<file path="src/rtl/sinx_req_arbiter.sv">
`default_nettype none
// ============================================================================
// Module   : sinx_req_arbiter
// Brief    : Round-robin arbiter sharing one SinX CORDIC core among NREQ
//            requesters, with ID-tagged responses and hung-core recovery.
// Revision : 1.0 - initial release
// ============================================================================
module sinx_req_arbiter #(
    parameter int NREQ    = 4,
    parameter int IDW     = 2,
    parameter int TIMEOUT = 1023,
    parameter int CNTW    = 10
) (
    input  logic               clk,
    input  logic               reset,
    input  logic [NREQ-1:0]    req_valid,
    input  logic [NREQ*32-1:0] req_angle,
    output logic [NREQ-1:0]    req_ready,
    output logic               rsp_valid,
    input  logic               rsp_ready,
    output logic [IDW-1:0]     rsp_id,
    output logic [31:0]        rsp_data,
    output logic               rsp_err,
    output logic               core_start,
    output logic [31:0]        core_in,
    output logic               core_rst,
    input  logic [31:0]        core_out,
    input  logic               core_oe
);

    localparam logic [2:0]      c_idle     = 3'd0;
    localparam logic [2:0]      c_start    = 3'd1;
    localparam logic [2:0]      c_wait     = 3'd2;
    localparam logic [2:0]      c_resp     = 3'd3;
    localparam logic [2:0]      c_recover  = 3'd4;
    localparam logic [CNTW-1:0] c_cnt_last = CNTW'(TIMEOUT - 1);
    localparam logic [IDW-1:0]  c_id_last  = IDW'(NREQ - 1);

    logic [2:0]      r_state;
    logic [IDW-1:0]  r_rr_ptr;
    logic [CNTW-1:0] r_cnt;
    logic [31:0]     r_ang;
    logic [IDW-1:0]  r_id;
    logic [31:0]     r_rsp_data;
    logic            r_rsp_err;
    logic            r_core_start;

    logic [2:0]      w_state_nxt;
    logic            w_any;
    logic            w_hi_any;
    logic [IDW-1:0]  w_hi;
    logic [IDW-1:0]  w_lo;
    logic [IDW-1:0]  w_grant;
    logic [IDW-1:0]  w_ptr_nxt;
    logic [31:0]     w_ang;

    // Round-robin pick: lowest valid index at or above the pointer, else the
    // lowest valid index overall (the wrap-around case).
    always_comb begin
        w_any    = |req_valid;
        w_hi_any = 1'b0;
        w_hi     = '0;
        w_lo     = '0;
        for (int i = NREQ - 1; i >= 0; i--) begin
            if (req_valid[i]) begin
                w_lo = IDW'(i);
                if (IDW'(i) >= r_rr_ptr) begin
                    w_hi     = IDW'(i);
                    w_hi_any = 1'b1;
                end
            end
        end
        w_grant   = w_hi_any ? w_hi : w_lo;
        w_ptr_nxt = (w_grant == c_id_last) ? '0 : w_grant + IDW'(1);
    end

    always_comb begin
        w_ang     = '0;
        req_ready = '0;
        for (int i = 0; i < NREQ; i++) begin
            if (w_grant == IDW'(i)) begin
                w_ang        = req_angle[32*i +: 32];
                req_ready[i] = (r_state == c_idle) && !reset && w_any;
            end
        end
    end

    always_comb begin
        w_state_nxt = r_state;
        case (r_state)
            c_idle:    if (w_any) w_state_nxt = c_start;
            c_start:   w_state_nxt = c_wait;
            c_wait:    if (core_oe || (r_cnt == c_cnt_last)) w_state_nxt = c_resp;
            c_resp:    if (rsp_ready) w_state_nxt = r_rsp_err ? c_recover : c_idle;
            c_recover: w_state_nxt = c_idle;
            default:   w_state_nxt = c_idle;
        endcase
    end

    always_ff @(posedge clk) begin
        if (reset) begin
            r_state      <= c_idle;
            r_rr_ptr     <= '0;
            r_cnt        <= '0;
            r_ang        <= '0;
            r_id         <= '0;
            r_rsp_data   <= '0;
            r_rsp_err    <= 1'b0;
            r_core_start <= 1'b0;
        end else begin
            r_state      <= w_state_nxt;
            r_core_start <= 1'b0;
            case (r_state)
                c_idle: begin
                    if (w_any) begin
                        r_ang        <= w_ang;
                        r_id         <= w_grant;
                        r_rr_ptr     <= w_ptr_nxt;
                        r_core_start <= 1'b1;
                    end
                end
                c_start: r_cnt <= '0;
                c_wait: begin
                    r_cnt <= r_cnt + CNTW'(1);
                    // A done strobe on the last counted cycle still wins.
                    if (core_oe) begin
                        r_rsp_data <= core_out;
                        r_rsp_err  <= 1'b0;
                    end else if (r_cnt == c_cnt_last) begin
                        r_rsp_data <= '0;
                        r_rsp_err  <= 1'b1;
                    end
                end
                default: ;
            endcase
        end
    end

    // r_ang only changes on a grant in IDLE, so the core input is frozen while busy.
    assign core_in    = r_ang;
    assign core_start = r_core_start;
    assign core_rst   = reset || (r_state == c_recover);
    assign rsp_valid  = (r_state == c_resp);
    assign rsp_id     = r_id;
    assign rsp_data   = r_rsp_data;
    assign rsp_err    = r_rsp_err;

endmodule
`default_nettype wire

</file>
<file path="config.mk">
export PLATFORM = sky130hd
export DESIGN_NAME = sinx_req_arbiter
export DESIGN_NICKNAME = d
export VERILOG_FILES = /design/src/rtl/sinx_req_arbiter.sv
export SDC_FILE = /design/constraint.sdc
export NUM_CORES = 1
export LEC_CHECK = 0
export ABC_AREA = 0
export BUFFER_PORTS_ARGS = -buffer_cell sky130_fd_sc_hd__buf_2
export CAP_MARGIN = 15
export CORE_MARGIN = 1.5
export CORE_UTILIZATION = 25
export DETAILED_ROUTE_END_ITERATION = 8
export GPL_TIMING_DRIVEN = 0
export SETUP_SLACK_MARGIN = 0.02
export SYNTH_ARGS = -nofsm -noshare
export SYNTH_HDL_FRONTEND = slang
export SYNTH_SLANG_ARGS = --single-unit
</file>
<file path="constraint.sdc">
create_clock -name clk -period 6.9 [get_ports clk]
set_clock_uncertainty 0.1 [all_clocks]
set_input_delay 0.69 -clock clk [delete_from_list [all_inputs] [get_ports clk]]
set_output_delay 0.69 -clock clk [all_outputs]
set_load 0.05 [all_outputs]
</file>
==> results.ini, run 1 <==
[outcome]
status=completed

[synth]
synth_area_um2=4214
synthesis.instances=463
synth_seq_cells=83
synth_adder_area_share=0.01781
syn_nets=637
yosysSeqAreaShare=0.3943
netlist-cell-type-count=48
synth_xor_xnor_area_share=0.002078
muxShareOfSynthArea=0.002375
yosys.area_share.simple=0.1499
syn_area_per_cell_um2=9.102
yosys_warnings=0
synth_compound_area_frac=0.3483
synth_edf_count=0
synth_top_family_by_area=compound AO/OA/AOI/OAI gates
synth_ff_type=dfxtp_1
async_flop_share=0

[cells_and_area]
finish.instance_area_um2=5993
mostFrequentLayoutCells=buf_2 (254), dfxtp_1 (83), a21oi_1 (45), nor2_1 (44), inv_1 (39)
nets=888
drive_above_1_share=0.4298
diodes=0
area_delta_synth_final_pct=42.22
layout_commonest_cell=buf_2
utilization=0.3627

[clock_network]
clk_pin_slew_ns=0.07
htreeDepth=3
numCtsBuffers=9
post_cts_buffers=0
clock_path_buffers=2
cts_resized=0
clkLatencyLatePin_ns=0.34
cts_tree=built
hold_buffers=0
clock-root-buffer=clkbuf_16
cts_sinks=83

[die]
chipHeight_um=132.8
dieArea_um2=17640
start_util=0.2550
rows=47
pin_count=242
coreArea_um2=16520
fp.dieW_um=132.8

[run]
maxCapViolCount=0

[timing]
finalCritPeriodShare=0.6116
worstMarginPinSlew_ns=0.7918
hold_violations=0
finalSetupViolations=0
slew_viol_final=0
rsz0062_at_grt=no
fin_crit_ns=4.220
fmax_mhz=237.0
maxSlewHeadroom=0.4682
fin_setup_tns_ns=0

[routing]
post_drt_via_cell_ratio=4.820
ant_nets=0
vias=4526
route.detailed.wl_per_inst_um=15.74
drc=0
drtIter0Drc=228
drtPass1Iterations=4
routed_wl_mm=14.78

[setup_path]
path_class=register to output port
crit_arrival_ns=3.43
reg2reg_depth=12
start_kind=register
path_max_fanout=10
endpoint_kind=output port
required_ns=6.11

[place]
portBuffers=240
postPlaceCellArea_um2=5690
routabilityCongestion=0.8434
dpl.hpwl_mm=11.40

[hold_path]
hold_depth=2
hold_class=register to register

[pwr]
p_leak_nw=2.842
peakVddDrop_v=0.0001202
power_density_nw_per_um2=286.6
power_mw=1.717

[global_route]
track_usage=0.1649
antenna_found_initial=0
grt_max_degree=16
first_global_vias=4403
grt-ovfl-total=0
grt_pass1_wl_mm=22.80

[layer usage]
metal  track usage  share of wire
met1        0.2056           0.45
met2        0.2758           0.46
met3       0.05249          0.084
met4       0.04090          0.012
met5             0              0
[layout make-up]
class / instances / area (um2)
plain buffers: 45 / 212.7
clock buffers: 9 / 225.2
clock inverters: 7 / 77.57
fillers: 1738 / 10530
inverters: 39 / 146.4
multi-input cells: 296 / 2193
flip-flops and latches: 83 / 1662
well taps: 220 / 275.3
repair buffers: 240 / 1201
[cells in the mapped netlist, drive strengths merged (4+ instances only)]
| cell | instances | area [um2] |
|---|---|---|
| nor4 | 5 | 61.31 |
| clkbuf | 24 | 90.09 |
| buf | 21 | 122.6 |
| nand2 | 10 | 37.54 |
| a211oi | 4 | 30.03 |
| ha | 6 | 75.07 |
| a221o | 32 | 320.3 |
| a21oi | 45 | 225.2 |
| a22o | 32 | 280.3 |
| nor2 | 45 | 171.4 |
| inv | 39 | 146.4 |
| dfxtp | 83 | 1662 |
| o21ai | 4 | 20.02 |
| a221oi | 32 | 455.4 |
| nand2b | 4 | 25.02 |
| and2 | 4 | 25.02 |
| nor3 | 38 | 190.2 |
[worst max-delay path, cell delays in order (launching register included)]
cell      delay (ns)
dfxtp_1         0.31
clkbuf_1        0.25
mux2i_1         0.22
nor2_1          0.05
nor3_1          0.50
ha_1            0.29
clkbuf_1        0.38
buf_1           0.59
and2_1          0.22
buf_2           0.26
[where the power goes]
part           switching [mW]  internal [mW]
combinational           0.443          0.224
sequential             0.0267          0.531
clock                   0.210          0.282
[cells by family after synthesis]
family	Yosys count
AOI/OAI and AO/OA	166
xor gates and xnor gates	1
adders and majority gates	6
buffers and inverters	84
DFF	83
muxes	1
and+or+nand+nor	122
[final timing paths]
kind                     from      endpoint  slack, ns
hold / removal      rsp_id[1]     rsp_id[1]       0.36
hold reg to reg     rsp_id[1]     rsp_id[1]       0.36
setup / recovery  r_rr_ptr[1]  req_ready[3]       2.68
setup reg to reg  r_rr_ptr[1]   core_in[16]       3.58
[metrics by stage]
step	hold slack, ns	cells	setup WS (ns)
2_1_floorplan	0.3710	463	3.450
3_3_place_gp	0.3403	923	2.783
3_5_place_dp	0.3537	923	2.789
4_1_cts	0.3633	939	2.608
5_1_grt	0.3903	939	2.296
6_report	0.3614	939	2.680
[sequential cells by signal (all words and copies together) (netlist names)]
register,count
core_in,32
rsp_err,1
core_start,1
r_state,3
r_rr_ptr,2
rsp_data,32
r_cnt,10
rsp_id,2
Power figures use the tool's default switching activity.
==> inputs of run 2 (changes only) <==
clock period = 3.78 ns   (was 6.9 ns; I/O delays follow)
==> results.ini, run 2 (same netlist as run 1, synthesis figures left out) <==
[outcome]
status=completed

[place]
dpl.cell_count=923
dpl.hpwl_mm=11.40
postPlaceCellArea_um2=5690
pre_cts_ws_ns=0.1911
portBuffers=240
routabilityCongestion=0.8434

[die]
rows=47
dieArea_um2=17640
pin_count=242
coreArea_um2=16520
fp.dieW_um=132.8
start_util=0.2550
chipHeight_um=132.8

[setup_path]
crit_arrival_ns=2.88
r2r_start=r_rr_ptr[1]
required_ns=3.30
endpoint_kind=output port
path_max_fanout=10
critPathLaunch=r_rr_ptr[1]
start_kind=register
path_class=register to output port
rrSetupSlack_ns=0.64
reg2reg_depth=12
reg2reg_to=core_in[16]

[clock_network]
htreeDepth=3
clock_path_buffers=2
numCtsBuffers=9
cts_sinks=83
cts_tree=built
clkLatencyLatePin_ns=0.34
post_cts_buffers=0
clock-root-buffer=clkbuf_16
clk_pin_slew_ns=0.07

[hold_path]
hold_class=input pin to register
min_from=core_out[26]
hold_end=rsp_data[26]
hold_depth=2

[cells_and_area]
diodes=0
drive_above_1_share=0.4339
utilization=0.3631
layout_commonest_cell=buf_2
nets=888
area_delta_synth_final_pct=42.40
stdcell_count=939
finish.instance_area_um2=6001
fillCellCount=1742
mostFrequentLayoutCells=buf_2 (255), dfxtp_1 (83), a21oi_1 (45), nor2_1 (44), inv_1 (39)

[timing]
fin_crit_ns=3.361
maxSlewHeadroom=0.4769
fin_setup_tns_ns=0
rsz0062_at_grt=no
finalCritPeriodShare=0.8891
worstMarginPinSlew_ns=0.7788
timing.final.ws_setup_ns=0.4192
fmax_mhz=297.5
slew_viol_final=0
finalSetupViolations=0
hold_violations=0
fin_hold_ws_ns=0.1464

[global_route]
track_usage=0.1649
antenna_found_initial=0
grt_max_degree=16
first_global_vias=4403
grt-ovfl-total=0
grt_pass1_wl_mm=22.80

[pwr]
p_leak_nw=2.851
power_density_nw_per_um2=522.7
power_mw=3.137
peakVddDrop_v=0.0002199

[run]
maxCapViolCount=0

[routing]
route.detailed.wl_per_inst_um=15.75
drtPass1Iterations=4
routed_wl_mm=14.79
post_drt_via_cell_ratio=4.823
vias=4529
ant_nets=0
drc=0
drtIter0Drc=258

[run 2: area by class of cell]
type | count | area (um2) | share of cell area
clock inverters | 7 | 77.57 | 0.01293
multi-input cells | 296 | 2198 | 0.3663
inverters | 39 | 146.4 | 0.02440
plain buffers | 45 | 215.2 | 0.03586
flip-flops and latches | 83 | 1662 | 0.2769
repair buffers | 240 | 1201 | 0.2002
clock buffers | 9 | 225.2 | 0.03753
well taps | 220 | 275.3 | 0.04587
[run 2: worst max path at each step]
stage	to	slack [ns]	cells after the start
2_1_floorplan	req_ready[3]	0.75	8
3_3_place_gp	req_ready[3]	0.19	9
3_5_place_dp	req_ready[3]	0.19	9
4_1_cts	req_ready[3]	0.06	9
5_1_grt	req_ready[2]	0.14	10
6_report	req_ready[2]	0.42	10
[run 2: routing by layer]
layer | up-vias | wire [um] | global-route usage | share of wire
met4 | 0 | 184 | 0.04090 | 0.012
met3 | 13 | 1228 | 0.05249 | 0.083
met1 | 2057 | 6585 | 0.2056 | 0.45
li1 | 2252 | - | - | -
met5 | - | 0 | 0 | 0
met2 | 207 | 6789 | 0.2758 | 0.46
[run 2: critical path: stages, from the launching register on]
cell and delay, ns:
dfxtp_1 0.31, clkbuf_1 0.24, mux2i_1 0.23, nor2_1 0.07
nor3_2 0.35, inv_1 0.12, ha_1 0.24, clkbuf_1 0.25
clkbuf_1 0.31, and2_1 0.21, buf_2 0.20
[run 2: repair_timing]
item | in CTS | in global routing
endpoints found under the setup margin | 1 | 2
hold buffers | 0 | 0
resized for setup | 1 | 3
[run 2: power breakdown]
group / total, mW / switching (mW) / internal, mW
Combinational: 1.22 / 0.811 / 0.410
Clock: 0.898 / 0.382 / 0.515
Sequential: 1.02 / 0.0489 / 0.969
Total: 3.14 / 1.24 / 1.89
==> inputs of run 3 (changes only) <==
ABC_AREA = 1   (was 0)
GPL_TIMING_DRIVEN = unset   (was 0)
clock period = 3.7 ns   (was 3.78 ns; I/O delays follow)
==> results.ini, run 3 <==
[die]
coreArea_um2=16520
chipHeight_um=133.0
rows=47
start_util=0.2557
dieArea_um2=17690
fp.dieW_um=133.0
pin_count=242

[routing]
drtIter0Drc=244
route.detailed.wl_per_inst_um=14.00
routed_wl_mm=14.48
post_drt_via_cell_ratio=4.635
ant_nets=0
vias=4793
drtPass1Iterations=4
drc=0

[setup_path]
reg2reg_to=core_in[9]
critPathLaunch=r_rr_ptr[1]
crit_family=buffers and inverters
crit_arrival_ns=2.29
cp.depth=9
path_class=register to output port
required_ns=3.23
path_max_fanout=33
r2r_start=r_rr_ptr[1]
crit_path_max_incr_delay_ns=0.38
start_kind=register
crit_buf_inv=3
crit_chain=nand2_1, a21oi_1, o21ai_0, nand2_1, ha_1, buf_4, inv_1, nor2_1, buf_2
crit_path_end=req_ready[1]
reg2reg_depth=11
cpMaxStageDelayCell=dfxtp_1
endpoint_kind=output port
crit_top_cell=nand2_1
rrSetupSlack_ns=1.21

[cells_and_area]
nets=983
area_delta_synth_final_pct=37.58
fillCellCount=1800
stdcell_count=1034
drive_above_1_share=0.3550
layout_commonest_cell=buf_2
mostFrequentLayoutCells=buf_2 (241), nand2_1 (163), a21oi_1 (132), dfxtp_1 (83), o211ai_1 (32)
diodes=0
finish.instance_area_um2=5813

[synth]
synth_edf_count=0
async_flop_share=0
synth_common_cells=nand2_1 (163), a21oi_1 (132), dfxtp_1 (83)
netlist-cell-type-count=31
synth_area_um2=4225
syn_nets=768
ys_top_cells_by_area=dfxtp_1 (39%), a21oi_1 (16%), nand2_1 (14%)
yosysSeqAreaShare=0.3932
synth_most_common_cell=nand2_1
synth_top_area_frac=0.3932
yosys_warnings=0
synthesis.instances=594
syn_area_per_cell_um2=7.113
synth_ff_type=dfxtp_1
synth_top_area_cell=dfxtp_1
synth_seq_cells=83

[outcome]
status=completed

[timing]
timing.final.ws_setup_ns=0.9398
slew_viol_final=0
maxSlewHeadroom=0.4705
worstMarginPinSlew_ns=0.7924
finalSetupViolations=0
hold_violations=0
rsz0062_at_grt=no
finalCritPeriodShare=0.7460
fmax_mhz=362.3
fin_crit_ns=2.760
fin_setup_tns_ns=0

[pwr]
power_density_nw_per_um2=582.4
peakVddDrop_v=0.0002549
power_mw=3.386
p_leak_nw=2.726

[global_route]
first_global_vias=4429
track_usage=0.1628
grt_max_degree=42
antenna_found_initial=0
grt_pass1_wl_mm=22.77
grt-ovfl-total=0

[clock_network]
cts_resized=0
clkLatencyLatePin_ns=0.34
htreeDepth=3
cts_sinks=83
clock-root-buffer=clkbuf_16
post_cts_buffers=0
numCtsBuffers=9
clock_path_buffers=2
cts_tree=built
clk_pin_slew_ns=0.07
hold_buffers=0

[place]
dpl.hpwl_mm=10.25
dpl.cell_count=1018
postPlaceCellArea_um2=5504
portBuffers=241
pre_cts_ws_ns=1.010
routabilityCongestion=0.8337

[run]
maxCapViolCount=0

[hold_path]
hold_class=input pin to register

-- run 3: metal layers --
layer	wire length, um	up-vias	track usage	part of all wire
met3	901	29	0.03448	0.062
li1	-	2447	-	-
met2	6714	176	0.2622	0.46
met1	6456	2141	0.2079	0.45
met4	406	0	0.07631	0.028
met5	0	-	0	0
-- run 3: final cells by class --
class,count,area [um2],area share
clock inverter,7,83.83,0.01442
clock buffer,9,225.2,0.03874
inverter,25,93.84,0.01614
sequential,83,1662,0.2858
tap,220,275.3,0.04735
timing repair buffer,248,1259,0.2165
multi-input combinational,442,2215,0.3810
-- run 3: cell families (layout without fill, tap and decap cells) --
| family | count (synthesis) | in the layout | share of synthesized area |
|---|---|---|---|
| AO/OA/AOI/OAI | 224 | 224 | 0.2952 |
| adder cells (fa/ha/maj) | 6 | 6 | 0.01777 |
| buffers and inverters | 69 | 289 | 0.08262 |
| flip-flops | 83 | 83 | 0.3932 |
| AND/OR/NAND/NOR | 212 | 212 | 0.2111 |
-- run 3: metrics by stage --
step	hold slack [ns]	utilization
after global placement	0.3470	0.3331
final	0.1676	0.3518
after floorplan	0.3490	-
after global routing	0.1587	0.3518
after detailed placement	0.3498	0.3331
after CTS	0.1501	0.3518
-- run 3: worst min-delay path by stage --
stage / startpoint / end / slack [ns] / cells past startpoint
floorplan: r_cnt[7] / r_cnt[7] / 0.35 / 2
finish: core_out[27] / rsp_data[27] / 0.17 / 3
CTS: core_out[19] / rsp_data[19] / 0.15 / 3
global route: core_out[25] / rsp_data[25] / 0.16 / 3
global placement: rsp_data[18] / rsp_data[18] / 0.35 / 2
detailed placement: rsp_data[27] / rsp_data[27] / 0.35 / 2
-- run 3: where the power goes --
group	switching [mW]	total [mW]	internal, mW
Combinational	0.985	1.37	0.385
Clock	0.407	0.943	0.535
Sequential	0.0589	1.07	1.01
Total	1.45	3.39	1.93
-- run 3: worst min-delay path: cells and delay by family --
family | cells | cell delay [ns]
buf+inv | 1 | 0.09
simple gates | 1 | 0.05
compound gates | 1 | 0.05
